`src/rtl/core_pkg.sv`:
```
// rtl/core_pkg.sv - shared types and defaults for the data-memory arbiter
package core_pkg;
   typedef enum logic {OWN_CORE = 1'b0, OWN_LD = 1'b1} owner_e;
   typedef enum logic {C_IDLE = 1'b0, C_WAIT = 1'b1} core_state_e;
   localparam int DMEM_ADDR_W = 10;
endpackage

```
`src/rtl/dmem_rd_tracker.sv`:
```
// rtl/dmem_rd_tracker.sv - RD_LAT-deep valid/owner pipe marking when BRAM read data returns
module dmem_rd_tracker
   import core_pkg::*;
#(
   parameter int RD_LAT = 1
) (
   input  logic   clk,
   input  logic   rst,
   input  logic   push,
   input  owner_e push_owner,
   output logic   pop,
   output owner_e pop_owner
);

   logic [RD_LAT-1:0] vld;
   owner_e            own [RD_LAT];

   always_ff @(posedge clk) begin
      if (rst) begin
         vld <= '0;
         for (int i = 0; i < RD_LAT; i++) own[i] <= OWN_CORE;
      end else begin
         vld[0] <= push;
         own[0] <= push_owner;
         for (int i = 1; i < RD_LAT; i++) begin
            vld[i] <= vld[i-1];
            own[i] <= own[i-1];
         end
      end
   end

   assign pop       = vld[RD_LAT-1];
   assign pop_owner = own[RD_LAT-1];

endmodule

```
`src/rtl/dmem_arbiter.sv`:
```
// rtl/dmem_arbiter.sv - core/loader arbiter for the single-port data BRAM
// Optional counters perf_conflict/perf_stall are built when DMEM_ARB_PERF_EN is defined.
module dmem_arbiter
   import core_pkg::*;
#(
   parameter int ADDR_W = DMEM_ADDR_W,
   parameter int RD_LAT = 1
) (
   input  logic              clk,
   input  logic              rst,
   input  logic              core_req,
   input  logic              core_we,
   input  logic [31:0]       core_addr,
   input  logic [31:0]       core_wdata,
   output logic [31:0]       core_rdata,
   output logic              core_rvalid,
   output logic              core_stall,
   input  logic              ld_req,
   input  logic              ld_we,
   input  logic [31:0]       ld_addr,
   input  logic [31:0]       ld_wdata,
   output logic              ld_gnt,
   output logic [31:0]       ld_rdata,
   output logic              ld_rvalid,
   output logic              mem_we,
   output logic [ADDR_W-1:0] mem_addr,
   output logic [31:0]       mem_wdata,
   input  logic [31:0]       mem_rdata,
   output logic              misalign
`ifdef DMEM_ARB_PERF_EN
   ,output logic [31:0]      perf_conflict
   ,output logic [31:0]      perf_stall
`endif
);

   core_state_e       state, state_nxt;
   owner_e            last_winner, rd_owner, pop_owner;
   logic              core_elig, ld_elig, conflict, core_gnt, rd_push, pop;
   logic [ADDR_W-1:0] addr_q;
   logic [31:0]       wdata_q, core_rdata_q, ld_rdata_q;
   logic              unused_addr_bits;

   // Upper byte-address bits are intentionally dropped: the BRAM address wraps.
   assign unused_addr_bits = ^{core_addr[31:ADDR_W+2], ld_addr[31:ADDR_W+2]};

   dmem_rd_tracker #(.RD_LAT(RD_LAT)) u_tracker (
      .clk        (clk),
      .rst        (rst),
      .push       (rd_push),
      .push_owner (rd_owner),
      .pop        (pop),
      .pop_owner  (pop_owner)
   );

   always_ff @(posedge clk) begin
      if (rst) state <= C_IDLE;
      else     state <= state_nxt;
   end

   always_comb begin
      core_elig = ~rst & core_req & (state == C_IDLE);
      ld_elig   = ~rst & ld_req;
      conflict  = core_elig & ld_elig;
      core_gnt  = core_elig & (~ld_elig | (last_winner == OWN_LD));
      ld_gnt    = ld_elig & ~core_gnt;
      rd_push   = (core_gnt & ~core_we) | (ld_gnt & ~ld_we);
      rd_owner  = core_gnt ? OWN_CORE : OWN_LD;

      mem_we    = 1'b0;
      mem_addr  = addr_q;
      mem_wdata = wdata_q;
      misalign  = 1'b0;
      if (core_gnt) begin
         mem_we    = core_we;
         mem_addr  = core_addr[ADDR_W+1:2];
         mem_wdata = core_wdata;
         misalign  = |core_addr[1:0];
      end else if (ld_gnt) begin
         mem_we    = ld_we;
         mem_addr  = ld_addr[ADDR_W+1:2];
         mem_wdata = ld_wdata;
         misalign  = |ld_addr[1:0];
      end

      // Masking with rst drops a token that would surface in the reset cycle itself.
      core_rvalid = ~rst & pop & (pop_owner == OWN_CORE);
      ld_rvalid   = ~rst & pop & (pop_owner == OWN_LD);
      core_rdata  = core_rvalid ? mem_rdata : core_rdata_q;
      ld_rdata    = ld_rvalid ? mem_rdata : ld_rdata_q;

      state_nxt  = state;
      core_stall = 1'b0;
      case (state)
         C_IDLE: begin
            core_stall = core_req & ~rst & (~core_gnt | ~core_we);
            if (core_gnt & ~core_we) state_nxt = C_WAIT;
         end
         C_WAIT: begin
            core_stall = ~rst & ~core_rvalid;
            if (core_rvalid) state_nxt = C_IDLE;
         end
         default: state_nxt = C_IDLE;
      endcase
   end

   always_ff @(posedge clk) begin
      if (rst) begin
         last_winner  <= OWN_LD;
         addr_q       <= '0;
         wdata_q      <= '0;
         core_rdata_q <= '0;
         ld_rdata_q   <= '0;
      end else begin
         if (conflict) last_winner <= core_gnt ? OWN_CORE : OWN_LD;
         if (core_gnt | ld_gnt) begin
            addr_q  <= mem_addr;
            wdata_q <= mem_wdata;
         end
         if (core_rvalid) core_rdata_q <= mem_rdata;
         if (ld_rvalid)   ld_rdata_q   <= mem_rdata;
      end
   end

`ifdef DMEM_ARB_PERF_EN
   always_ff @(posedge clk) begin
      if (rst) begin
         perf_conflict <= '0;
         perf_stall    <= '0;
      end else begin
         if (conflict && perf_conflict != 32'hFFFF_FFFF)  perf_conflict <= perf_conflict + 32'd1;
         if (core_stall && perf_stall != 32'hFFFF_FFFF)   perf_stall    <= perf_stall + 32'd1;
      end
   end
`endif

endmodule

```
`config.mk`:
```
export PLATFORM = sky130hd
export DESIGN_NAME = dmem_arbiter
export DESIGN_NICKNAME = d
export VERILOG_FILES = /design/src/rtl/core_pkg.sv /design/src/rtl/dmem_rd_tracker.sv /design/src/rtl/dmem_arbiter.sv
export SDC_FILE = /design/constraint.sdc
export NUM_CORES = 1
export LEC_CHECK = 0
export ABC_AREA = 1
export BUFFER_PORTS_ARGS = -buffer_cell sky130_fd_sc_hd__buf_2
export CAP_MARGIN = 20
export CORE_AREA = 2 2 121 123
export DETAILED_ROUTE_END_ITERATION = 10
export DIE_AREA = 0 0 123 125
export PLACE_DENSITY = 0.82
export SYNTH_ARGS = -nofsm -noshare
export SYNTH_HDL_FRONTEND = slang
export SYNTH_HIERARCHICAL = 1
export SYNTH_SLANG_ARGS = --single-unit
```
`constraint.sdc`:
```
create_clock -name clk -period 3.1 [get_ports clk]
set_input_delay 0.31 -clock clk [delete_from_list [all_inputs] [get_ports clk]]
set_output_delay 0.31 -clock clk [all_outputs]
set_load 0.02 [all_outputs]
```
Yosys cells after proc, flatten, opt, wreduce, memory -nomap -nowiden. Memory sizes are Yosys's and may differ from the RTL's. Cells that the tools add are included.

Reduce and logical (&&, ||, !) cells: 3. Mux-type cells: 20. Bitwise gates (word level): 25.

Operators with widths (count): 2-to-1 mux 32 bit (4); 2-to-1 mux 10 bit (2); bitwise AND 1 bit (13); 2-to-1 mux 1 bit (12); NOT 1 bit (8); OR 1 bit (4); one-hot mux 1 bit (2 select lines) (2); OR reduction 2 bit (2); OR reduction 1 bit (1).

Flip-flop bits (word level): 109. Logic and storage cells: 56. RAM bits: 1. Memories kept: 1.

Memory list: u_tracker.own (depth 1, bits a word 1, rd ports 1, clocked after memory_dff 0, wr ports 1, RTL line dmem_rd_tracker.sv:16) `owner_e own [RD_LAT];`.

Logic depth before layout (Yosys ltp). Gate-level depths: netlist (run 1).

Depth in word-level cells: 9. Gate-level depth with buffers: 8. Depth with buffers taken out: 7.

Cells and area by module. Netlist (run 1), hierarchy kept.

By module, submodules not included: dmem_arbiter (area an instance 5725.5 um^2, cells each 890, seq. area each 2162.1 um^2, instances 1); dmem_rd_tracker (area an instance 55.1 um^2, cells each 6, seq. area each 40.0 um^2, instances 1).

Worst setup path before layout (run 1). Ideal clock, no wire load.

Path kind: reg-to-output. Start point: register last_winner. End point: output port misalign. Path slack: 1.466 ns. Path buffers: 1. Data arrival time: 1.324 ns. Required time: 2.790 ns. Stages on the path, launching flop included: 7. Path through: dfxtp_1 inv_1 nand2_1 nand3_2 nand2_4 buf_6 o21ai_0.

Cells in the longest elaborated chain, start to end: 6.

Ends and longest elaborated chain: start: declaration (RTL line dmem_arbiter.sv:37) `owner_e last_winner, rd_owner, pop_owner;`; start signal: assignment (RTL line dmem_arbiter.sv:114) `if (conflict) last_winner <= core_gnt ? OWN_CORE : OWN_LD;`; OR 1 bit (*) (RTL line dmem_arbiter.sv:64) `core_gnt = core_elig & (~ld_elig | (last_winner == OWN_LD));`; bitwise AND 1 bit (*) (RTL line dmem_arbiter.sv:64); NOT 1 bit (RTL line dmem_arbiter.sv:65) `ld_gnt = ld_elig & ~core_gnt;`; bitwise AND 1 bit (RTL line dmem_arbiter.sv:65); 2-to-1 mux 1 bit (RTL line dmem_arbiter.sv:78) `end else if (ld_gnt) begin`; 2-to-1 mux 1 bit (*) (RTL line dmem_arbiter.sv:73) `if (core_gnt) begin`; end: declaration (RTL line dmem_arbiter.sv:29) `output logic misalign`.

Every way passes the cells marked *; elsewhere a longest branch is shown, timed or not.

Worst setup path after layout (run 1).
Start point: input port rst. End point: output port mem_wdata[22].

Cells in the longest elaborated chain, start to end: 9. Elaborated cells between the ends (all ways): 11.

Ends and longest elaborated chain: start: declaration (RTL line dmem_arbiter.sv:10) `input logic rst,`; NOT 1 bit (*) (RTL line dmem_arbiter.sv:61, dmem_arbiter.sv:62); bitwise AND 1 bit (RTL line dmem_arbiter.sv:62) `ld_elig = ~rst & ld_req;`; NOT 1 bit (RTL line dmem_arbiter.sv:64); OR 1 bit (RTL line dmem_arbiter.sv:64); bitwise AND 1 bit (RTL line dmem_arbiter.sv:64); NOT 1 bit (RTL line dmem_arbiter.sv:65); bitwise AND 1 bit (RTL line dmem_arbiter.sv:65); 2-to-1 mux 32 bit (RTL line dmem_arbiter.sv:78); 2-to-1 mux 32 bit (*) (RTL line dmem_arbiter.sv:73); end: declaration (RTL line dmem_arbiter.sv:27) `output logic [31:0] mem_wdata,`.

Marks and branches as above.

==> results of run 1 <==
[metal layers]
layer / up-vias / part of all wire
li1: 3137 / -
met5: - / 0
met3: 6 / 0.073
met2: 208 / 0.49
met4: 0 / 0.0070
met1: 2628 / 0.43
[how the worst min path moves through the flow]
stage                     start            end  slack [ns]  depth (start not counted)
floorplan                   rst  u_tracker/pop        0.38                          1
global placement    last_winner    last_winner        0.46                          2
detailed placement  last_winner    last_winner        0.49                          2
CTS                     core_we          state        0.23                          3
global route            core_we          state        0.25                          3
finish                  core_we          state        0.25                          3
[state kept, by name (all words and copies together) (netlist names)]
signal / count
core_rdata_q: 32
ld_rdata_q: 32
u_tracker/own: 1
last_winner: 1
u_tracker/pop: 1
wdata_q: 32
state: 1
addr_q: 10
[metrics by stage]
step	std cells	hold slack, ns
after detailed placement	1271	0.4897
after global placement	1271	0.4617
after global routing	1285	0.2482
after CTS	1285	0.2332
after floorplan	896	0.3813
final	1286	0.2523
[worst reg2reg max path: cells and delay by family (launching register included)]
family	cells	cell delay [ns]
simple gates	5	0.68
buf+inv	2	0.45
flops	1	0.37
[layout make-up]
| cell class | count | area [um2] |
|---|---|---|
| Clock inverter | 4 | 48.80 |
| Antenna cell | 1 | 2.502 |
| Multi-Input combinational cell | 473 | 2305 |
| Clock buffer | 10 | 229.0 |
| Tap cell | 184 | 230.2 |
| Fill cell | 1421 | 6929 |
| Inverter | 256 | 960.9 |
| Sequential cell | 110 | 2202 |
| Timing Repair Buffer | 248 | 1296 |
[power groups by stage]
stage	clock network [mW]	registers (mW)	logic, mW
global placement	0	1.52	0.655
detailed placement	0	1.52	0.662
floorplan	0	1.52	0.438
CTS	1.16	1.49	0.666
global route	1.21	1.49	0.737
finish	1.12	1.49	0.662
[cells in the final DEF (no fill, tap or decap), drive strengths merged]
| master | synthesis | final |
|---|---|---|
| a211oi | 64 | 64 |
| a21oi | 65 | 65 |
| buf | 34 | 248 |
| bufinv | 0 | 1 |
| clkbuf | 23 | 10 |
| clkinv | 0 | 2 |
| dfxtp | 110 | 110 |
| diode | 0 | 1 |
| inv | 256 | 257 |
| nand2 | 116 | 116 |
| nand3 | 47 | 47 |
| nand4 | 43 | 43 |
| nor2 | 132 | 132 |
| nor3 | 1 | 1 |
| o21ai | 4 | 4 |
| or2 | 1 | 1 |
[kinds of logic after synthesis]
| group | count (synthesis) |
|---|---|
| DFF | 110 |
| AOI/OAI and AO/OA | 133 |
| and+or+nand+nor | 340 |
| buffers and inverters | 313 |
==> run summary, run 1 <==
Post-synth ARST share: 0
Pre-CTS setup slack: 0.3483 ns
Postcts setup bufs: 0
Grt ovf: 0
Clk_lat worst skew: 0.35 ns
Type of the worst setup path: input port to primary output
DR pass1 iterations: 5
P_int: 2.317 mW
Sw frac: 0.2924
Xor/xnor share of the synthesized area: 0
Period utilization: 0.8825
Crit path DAT: 2.43 ns
Post-Syn Area: 5781 um2
Max Cap Viol: 0
CTS tree: done
Chip Width: 123 um
Port bufs: 237
Area share of and/or/nand/nor cells after synthesis: 0.2550
Met3 global-route usage: 0.06341
Logic pwr share: 0.202
# setup viols final: 0
Reg2reg setup slack: 1.46 ns
Mean Syn Cell Area: 6.452 um2
Routed WL per cell: 11.91 um
Post-synth EDFFs: 0
Global Route met1 Usage: 0.2294
Mux share of post-synthesis cell area: 0
RSZ-0062 raised after global routing: no
Yosys reg bits: 110
Setup Skew: 0.009556 ns
Worst setup SP type: input port
Post-synthesis sequential area ratio: 0.3810
Largest family of logic cells by synthesized area: simple AND/OR/NAND/NOR gates
Net Switching: 957.1 uW
HPWL after detailed placement: 10530 um
Overall routing resource usage: 0.1958
Critical-path cell list: buf_4 -> inv_2 -> nand2_1 -> buf_4 -> inv_1 -> nand2_4 -> nor2_1 -> nor2_1 -> inv_1 -> buf_2
CTS hold repair buffers: 0
Slowest cell on crit path: buf_4
Vias: 5979
Placement Rows: 44
FF-to-FF Start: state
Die Y: 125 um
Number of global-route vias before repair: 5356
Root Driver: clkbuf_16
Clock Pin Slew Worst Setup and Hold Paths: 0.07 ns
Warnings, synthesis: 6
Min-delay worst type: input port to register
Core box area: 14200 um2
Initial antenna violation count: 1
Most common cell in the netlist: inv_1
Post-DRT Antenna Nets: 0
Layout cells sized above 1: 0.2480
R2r worst-path depth: 7
Die ar.: 15380 um2
Syn Inst Count: 896
Post-synth top area share: 0.3810
Pwr Density: 450.0 nW/um2
First-pass GRT wire length: 24390 um
WP buf/inv: 6
Largest net degree at the start of global routing: 70
Req. time, crit path: 2.79 ns
Crit-path leading delay family: buffers and inverters
Adder-Cell Fraction of Synth Area: 0
Unique masters post-synth: 21
Sequential Power Share: 0.454
Final core utilization: 0.5122
Setup TNS: 0 ns
Post-placement cell area: 6994 um2
Leak: 4.395 nW
Num CTS Buffers: 9
Clock share of power: 0.343
Fmax: 0.3655 GHz
Final net count: 1264
Overall power: 3.274 mW
Max Buffers Root-to-Sink: 2
Drt drc: 0
Cell area after layout: 7274 um2
Global routing's busiest layer: met2
CP Capture Type: primary output
Iter 0 DRT Violations: 304
Placer congestion estimate: 0.8051
Post-layout worst setup margin: 0.3644 ns
CP Launch Point: rst
Worst slew pin tran: 0.7624 ns
Starting Density: 0.4070
Worst rel slew slack: 0.4918
Worst reg2reg endpoint: wdata_q[22]
Syn nets: 1062
Area leader, netlist: dfxtp_1
CP peak stage delay: 0.42 ns
Vias per cell: 4.649
Most used flip-flop cell after synthesis: dfxtp_1
Synth cell count leaders: 251 x inv_1, 130 x nor2_1, 115 x nand2_1
Final hold violation count: 0
Synth top area cells: dfxtp_1 38%, inv_1 16%, nor2_1 8.4%
Final slew viol count: 0
Compound-Gate Fraction of Synth Area: 0.1429
Num ports: 278
Worst setup endpoint: mem_wdata[22]
Clock sink count: 110
Crit path max fanout: 45
Outcome: completed
Final WL: 15320 um
Grt met2 use: 0.3425
Crit path depth: 10
Final min period: 2.736 ns
Syn-to-layout area delta: 25.84%
Post-cts repair resize count: 0
Worst vdd ir: 0.3114 mV
H-Tree Depth: 3
Note: power is estimated with default switching activity, not from simulation.
==> inputs of run 2 (changes only) <==
--- a/config.mk
+++ b/config.mk
@@ -11,7 +11,7 @@
 export CORE_AREA = 2 2 121 123
 export DETAILED_ROUTE_END_ITERATION = 10
 export DIE_AREA = 0 0 123 125
-export PLACE_DENSITY = 0.82
+export PLACE_DENSITY = 0.72
 export SYNTH_ARGS = -nofsm -noshare
 export SYNTH_HDL_FRONTEND = slang
 export SYNTH_HIERARCHICAL = 1
==> run 2 against run 1 <==
  * Maximum frequency rose by 23%
  * Core utilization rose by 0.15 points
  * Via count barely moved
  * Global-route usage fell by 0.21 points
  * Worst setup slack improved by 0.52 ns
  * Count of clock-buffer cells in the layout did not move
  * Sequential share of layout area fell by 0.088 points
  * Non-clock buffer count did not move
  * Critical endpoint is now ld_rdata[29]
  * Largest cell class unchanged
  * Largest power group unchanged
==> run summary, run 2 (synthesized netlist as in run 1, its figures left out) <==
Largest net degree at the start of global routing: 68
Max Buffers Root-to-Sink: 2
Worst setup SP type: register
Overall routing resource usage: 0.1938
Placed Cells: 1271
H-Tree Depth: 3
Leak: 4.403 nW
Worst reg2reg endpoint: ld_rdata_q[24]
R2r worst-path depth: 6
Final min period: 2.215 ns
Crit path max fanout: 35
Crit path DAT: 1.91 ns
Overall power: 3.374 mW
Setup Skew: 0.008784 ns
CTS hold repair buffers: 0
Drt drc: 0
Cell area after layout: 7296 um2
Post-layout worst setup margin: 0.8846 ns
HP Start: ld_req
Commonest non-fill, non-tap cell in the layout: inv_1
CP Launch Point: u_tracker/pop
Worst hold slack: 0.2634 ns
Most frequent cells in the layout: 251 x inv_1, 236 x buf_2, 130 x nor2_1
Pwr Density: 462.5 nW/um2
Final WL: 15330 um
Layout cells sized above 1: 0.2486
DR pass1 iterations: 5
Fmax: 0.4514 GHz
First-pass GRT wire length: 24520 um
Starting Density: 0.4070
FF-to-FF Start: u_tracker/pop
Chip Width: 123 um
Worst rel slew slack: 0.5126
Clk_lat worst skew: 0.34 ns
Worst vdd ir: 0.3083 mV
Placer congestion estimate: 0.7669
Non-Filler Instances: 1286
Post-DRT Antenna Nets: 0
Worst slew pin tran: 0.7310 ns
Post-placement cell area: 6982 um2
Num ports: 278
Final core utilization: 0.5137
HPWL after detailed placement: 10290 um
Reg2reg setup slack: 1.56 ns
Grt ovf: 0
Post-cts repair resize count: 0
CP Capture Type: primary output
Final slew viol count: 0
Outcome: completed
Max Cap Viol: 0
Vias: 5974
Period utilization: 0.7146
Worst setup endpoint: ld_rdata[29]
Initial antenna violation count: 0
Pre-CTS setup slack: 0.9755 ns
Top Registers: core_rdata_q: 32 flops, ld_rdata_q: 32 flops, wdata_q: 32 flops
Final hold violation count: 0
Postcts setup bufs: 0
Iter 0 DRT Violations: 288
Clock Pin Slew Worst Setup and Hold Paths: 0.07 ns
Final net count: 1264
Vias per cell: 4.645
Routed WL per cell: 11.92 um
Placement Rows: 44
Type of the worst setup path: register to primary output
CP peak stage delay: 0.41 ns
RSZ-0062 raised after global routing: no
Die ar.: 15380 um2
Root Driver: clkbuf_16
Req. time, crit path: 2.79 ns
Num CTS Buffers: 9
Min-delay worst type: input port to register
Critical-path cell list: inv_1 -> nor2_1 -> nand2_1 -> inv_2 -> buf_12 -> a21oi_1 -> buf_2
Die Y: 125 um
Setup TNS: 0 ns
CTS tree: done
Number of global-route vias before repair: 5249
Core box area: 14200 um2
Port bufs: 237
Clock sink count: 110
# setup viols final: 0
Slowest cell on crit path: inv_2
Diodes inserted: 0
Syn-to-layout area delta: 26.21%
==> run 2: worst min path at each step <==
stage,endpoint,slack (ns),depth (start not counted)
after floorplan,u_tracker/pop,0.38,1
after global placement,last_winner,0.46,2
after detailed placement,last_winner,0.47,2
after CTS,last_winner,0.25,3
after global routing,ld_rdata_q[5],0.28,3
final,last_winner,0.26,3
==> run 2: routing by layer <==
| metal | global-route usage | vias to the layer above | part of all wire |
|---|---|---|---|
| met5 | 0 | - | 0 |
| met4 | 0.06417 | 0 | 0.017 |
| met3 | 0.03650 | 21 | 0.062 |
| met2 | 0.3159 | 176 | 0.47 |
| met1 | 0.2567 | 2631 | 0.45 |
| li1 | - | 3146 | - |
==> run 2: critical path, delay by kind of cell (launching register included) <==
kind,cells,cell delay [ns]
AO/OA/AOI/OAI,1,0.10
AND/OR/NAND/NOR,2,0.24
buffers and inverters,4,0.89
flip-flops,1,0.31
==> run 2: layout make-up <==
cell class | instances | area, um2
clock inverters | 5 | 85.08
inverters | 256 | 960.9
well taps | 184 | 230.2
repair buffers | 248 | 1284
clock buffers | 10 | 229.0
multi-input cells | 473 | 2305
fillers | 1478 | 6908
flip-flops and latches | 110 | 2202
==> run 2: where the power goes <==
group	internal, mW	switching, mW	total, mW
combinational	0.226	0.435	0.661
sequential	1.47	0.0156	1.49
clock	0.707	0.519	1.23
total	2.40	0.970	3.37
